--- src/rtl/q_8_41_pkg.sv ---
// Shared types for the Q8.41 decimate-by-2 controller.
package q_8_41_pkg;

    typedef enum logic [1:0] {
        S_IDLE   = 2'b00,
        S_FIRST  = 2'b01,
        S_SECOND = 2'b10,
        S_OUT    = 2'b11
    } state_t;

endpackage

--- src/rtl/q_8_41_controller.sv ---
// Control FSM for the Q8.41 decimate-by-2 datapath: drives the P1/P0 pair
// register clear/shift enables and the one-per-pair R0 commit strobe.
module q_8_41_controller
    import q_8_41_pkg::*;
(
    input  logic clk,
    input  logic rst,
    input  logic en,
    input  logic load,
    output logic clr_P1_P0,
    output logic load_P1_P0,
    output logic load_R0
);

    state_t state;
    state_t next_state_s;

    // State register; reset lands in S_IDLE without waiting for a clock edge.
    always_ff @(posedge clk or posedge rst) begin
        if (rst) begin
            state <= S_IDLE;
        end else begin
            state <= next_state_s;
        end
    end

    // Next-state and output decode; en=0 always wins over load.
    always_comb begin
        next_state_s = S_IDLE;
        clr_P1_P0    = 1'b0;
        load_P1_P0   = 1'b0;
        load_R0      = 1'b0;
        case (state)
            S_IDLE: begin
                clr_P1_P0 = 1'b1;
                if (en) begin
                    next_state_s = S_FIRST;
                end else begin
                    next_state_s = S_IDLE;
                end
            end
            S_FIRST: begin
                load_P1_P0 = en & load;
                if (!en) begin
                    next_state_s = S_IDLE;
                end else if (load) begin
                    next_state_s = S_SECOND;
                end else begin
                    next_state_s = S_FIRST;
                end
            end
            S_SECOND: begin
                load_P1_P0 = en & load;
                if (!en) begin
                    next_state_s = S_IDLE;
                end else if (load) begin
                    next_state_s = S_OUT;
                end else begin
                    next_state_s = S_SECOND;
                end
            end
            S_OUT: begin
                load_R0 = 1'b1;
                if (en) begin
                    next_state_s = S_FIRST;
                end else begin
                    next_state_s = S_IDLE;
                end
            end
            default: begin
                clr_P1_P0    = 1'b1;
                next_state_s = S_IDLE;
            end
        endcase
    end

endmodule

--- config.mk ---
export PLATFORM = sky130hd
export DESIGN_NAME = q_8_41_controller
export DESIGN_NICKNAME = d
export VERILOG_FILES = /design/src/rtl/q_8_41_pkg.sv /design/src/rtl/q_8_41_controller.sv
export SDC_FILE = /design/constraint.sdc
export NUM_CORES = 1
export LEC_CHECK = 0
export CAP_MARGIN = 10
export CORE_AREA = 5 5 42 44
export DETAILED_ROUTE_END_ITERATION = 16
export DIE_AREA = 0 0 47 49
export GPL_ROUTABILITY_DRIVEN = 0
export GPL_TIMING_DRIVEN = 0
export SKIP_LAST_GASP = 1
export SLEW_MARGIN = 40
export SYNTH_ARGS = -nofsm -noshare
export SYNTH_HDL_FRONTEND = slang
export SYNTH_SLANG_ARGS = --single-unit
--- constraint.sdc ---
create_clock -name clk -period 1.4 [get_ports clk]
set_clock_uncertainty 0.2 [all_clocks]
set_input_delay 0.14 -clock clk [delete_from_list [all_inputs] [get_ports clk]]
set_output_delay 0.14 -clock clk [all_outputs]
set_load 0.05 [all_outputs]
# Word-level counts from Yosys, hierarchy flattened
# Index checks and enable logic that the tools add are counted.
[totals]
inputBits = 4
elab_cells = 17
output_inout_bits = 3
ff_bits = 2
[classes]
mux = 9
n_bitwise = 1
n_eq_ne = 3
reduce_logical = 3
[ops]
columns = ["operator", "count"]
rows = [
  ["$mux W2", 3],
  ["$pmux W2 S3", 1],
  ["$mux W1", 5],
  ["$eq A2 B2 Y1 const B", 2],
  ["$reduce_or A2 Y1", 2],
  ["$eq A2 B1 Y1 const B", 1],
  ["$logic_not A2 Y1", 1],
  ["$and A1 B1 Y1", 1],
]

# Longest topological paths before layout
[logic_depth]
word_depth = 3
ltp_mapped = 4
mapped_depth_nobuf = 4

# Least setup slack after synthesis
# Ideal clock, no wire load.
[synth_path]
path_kind = "reg-to-reg"
start = "register state[0]"
end = "register state[0]"
required_ps = 1080
setup_slack_ps = 34
synth_period_minus_slack_ps = 1366
path_buffers = 0
t_arrival_ps = 1045
setup_ps = 120
path_stages_with_launch = 5
path_cell_list = "dfrtp_1 -> inv_1 -> ha_1 -> a21bo_1 -> o211a_1"
[synth_via]
elab_chain_cells = 3
word_cells_on_any_way = 6
cone_classes = "3 x eq/ne; 1 x mux; 2 x reduce/logical"
[synth_lines]
columns = ["item", "line", "text"]
rows = [
  ["start: declaration", "q_8_41_controller.sv:15", "state_t state;"],
  ["start signal: assignment", "q_8_41_controller.sv:23", "state <= next_state_s;"],
  ["$eq A2 B2 Y1 or $logic_not A2 Y1 (tied branches)", "q_8_41_controller.sv:33", "case (state)"],
  ["$reduce_or A2 Y1 (no source line)", "n/a", ""],
  ["$pmux W2 S3 (*)", "q_8_41_controller.sv:33", ""],
  ["net next_state_s[0]", "q_8_41_controller.sv:16", "state_t next_state_s;"],
]
# The timed path passes the listed nets; every way through them passes the cells marked *.

# Final worst setup path
[layout_path]
start = "register state[1]"
end = "output port load_P1_P0"
[layout_via]
elab_chain_cells = 3
word_cells_on_any_way = 4
cone_classes = "2 x eq/ne; 1 x mux; 1 x reduce/logical"
[layout_lines]
columns = ["item", "line", "text"]
rows = [
  ["$eq A2 B2 Y1 or $eq A2 B1 Y1 (tied branches)", "q_8_41_controller.sv:33", ""],
  ["$reduce_or A2 Y1 (no source line) (*)", "n/a", ""],
  ["$mux W1 (*)", "n/a", ""],
  ["end: declaration", "q_8_41_controller.sv:11", "output logic load_P1_P0,"],
]
# Mark *: on every way between the ends. The rest lies on a longest branch, timed or not.

==> flow_summary.ini <==
[run_status]
status = finished, violations left
violations = negative setup slack

[drt]
ant_nets = 0
wl_um = 400
drtPass1Iterations = 1
via_per_inst = 3.38
wire_per_inst_um = 8.33
vias = 162
drc_errors = 0
initialDrtViolationCount = 0

[global_routing]
met1_usage = 0.0220
antenna_found_initial = 0
grtUsageMet2 = 0.0611
first_global_vias = 169
met3_usage = 0.0221
grt_use_total = 0.0408
grt_overflow = 0
grt_pass1_wl_um = 572
grt_max_degree = 4
busiest_layer = met4

[finish]
final_nets = 42
fillers = 156
largest_register_ffs = 2
synthToLayoutAreaGrowth_pct = 138
registers.top_by_ff_count = state
utilization = 0.266
top_regs = state (2)
drive_gt1_frac = 0.625
diodes = 0

[worst_hold_path]
worstHoldStart = en
hold_path_depth = 2
min_to = state[0]
hp-class = in -> reg

[setup_path]
path_depth = 4
cp.required_ns = 1.06
path_max_fanout = 2
r2r_start = state[1]
crit_path_cell_trace = inv_2 > ha_4 > and3_4 > buf_8
critPathMaxStageDelay_ns = 0.34
worstPathArrival_ns = 1.20
path_class = reg -> out
regToRegSetupSlack_ns = -0.11
reg2reg_to = state[0]
cp-start-kind = flop
crit_buf_inv = 2
crit_slowest_cell = dfrtp_1
reg2regPathDepth = 5
cp_top_family = flip-flops
critPathCaptureType = primary output

[logic_synthesis]
yosysSeqAreaShare = 0.320
synth_cells = 15
netlist_area_sq_um = 156
yosys-top-cells-area = dfrtp_1 32%, ha_1 32%, inv_1 7.2%, a21bo_1 6.4%, o211a_1 6.4%
avgSynthCellArea_sq_um = 10.4
synth.largest_area_cell = dfrtp_1
ys_types = 9
synth_nets = 23
synth_top_area_share = 0.320
ys_warn_count = 0
ys_ff_latch = 2

[floorplanning]
row_count = 14
core-area_sq_um = 1400
die_h_um = 49
die_area_sq_um = 2300
io_pins = 7
die_x_um = 47
start_util = 0.112

[place]
pre_cts_ws_ns = -0.629
dp.final_hpwl_um = 253
io_buffers = 6

[pwr]
power.density_nw_per_um2 = 1100
vdd_drop_max_uv = 216
power_leakage_nw = 0.175

[timing]
hold_viol = 0
finalMaxSlewViolations = 0
layout_setup_ws_ns = -0.136
timing.final.crit_share = 1.10
min_period_ns = 1.54
setup_viol = 2
rsz0062_at_grt = true
fmax_ghz = 0.651
slew_headroom = 0.904
worst_slew_pin_slew_ns = 0.146

[cts]
cts_root_buffer = clkbuf_4
worst_skew_pair.late_latency_ns = 0.22
tritoncts = built
clkTransAtPathRegs_ns = 0.03
cts_max_level = 1
clockBufferDepth = 2
clkSinkCount = 2
numCtsBuffers = 3

[job]
drv_cap = 0
==> final cells by class <==
cell class,count,area [sq um],share of cell area
well taps,16,20.0,0.0537
repair buffers,14,130,0.349
flip-flops and latches,2,50.0,0.134
inverters,3,11.3,0.0302
clock buffers,3,22.5,0.0604
multi-input cells,10,139,0.372
==> how the worst max path moves through the flow <==
| stage | startpoint | to | slack [ns] |
|---|---|---|---|
| 3_3_place_gp | state[0] | load_P1_P0 | -0.62 |
| 5_1_grt | state[1] | load_P1_P0 | -0.19 |
| 3_5_place_dp | state[0] | load_P1_P0 | -0.63 |
| 6_report | state[1] | load_P1_P0 | -0.14 |
| 4_1_cts | state[1] | load_P1_P0 | -0.15 |
| 2_1_floorplan | state[0] | state[0] | 0.03 |
==> cell usage in the layout, fill, tap and decap left out, drive strengths merged <==
| cell type | instances |
|---|---|
| inv | 3 |
| ha | 4 |
| a21bo | 1 |
| buf | 10 |
| dlygate4sd3 | 1 |
| a21boi | 1 |
| o211a | 1 |
| and3 | 1 |
| clkbuf | 3 |
| nand2 | 1 |
| dfrtp | 2 |
| clkdlybuf4s50 | 3 |
| nand2b | 1 |
==> what timing repair did <==
| action | 4_1_cts | 5_1_grt |
|---|---|---|
| endpoints found under the setup margin | 4 | 4 |
| hold buffers | 1 | 0 |
| gates resized for setup | 24 | 9 |
| setup buffers | 6 | 2 |
| pin swaps | 1 | 2 |
| endpoints found under the hold margin | 2 | 0 |
==> cells in the mapped netlist <==
library cell  instances
ha_1                  4
inv_1                 3
dfrtp_1               2
a21bo_1               1
a21boi_0              1
and3_2                1
nand2_1               1
nand2b_1              1
o211a_1               1
==> kinds of logic after synthesis <==
family,share of synthesized area
adders and majority gates,0.320
DFF,0.320
and+or+nand+nor,0.112
AOI/OAI and AO/OA,0.176
buffers and inverters,0.0720
==> where the power goes <==
part	switching, mW	internal (mW)	leakage [nW]
Sequential	0.00534	0.0670	0.0261
Combinational	0.102	0.113	0.135
Clock	0.0292	0.0943	0.0138
==> metal layers <==
layer  vias up  wire [um]
met5         -          0
met4         0          0
met3         0         14
met2         2        274
met1        76        111
li1         84          -
==> through the flow <==
stage               area (sq um)  hold WS, ns  power [mW]  TNS, ns  instances
finish                       373        0.341       0.411   -0.244         48
global route                 373        0.332       0.444   -0.334         48
CTS                          330        0.331       0.390   -0.370         47
detailed placement           236        0.117       0.203    -1.27         37
global placement             236        0.113       0.200    -1.21         37
floorplan                    156       -0.319       0.166        0         15
Note: power is estimated with default switching activity, not from simulation.
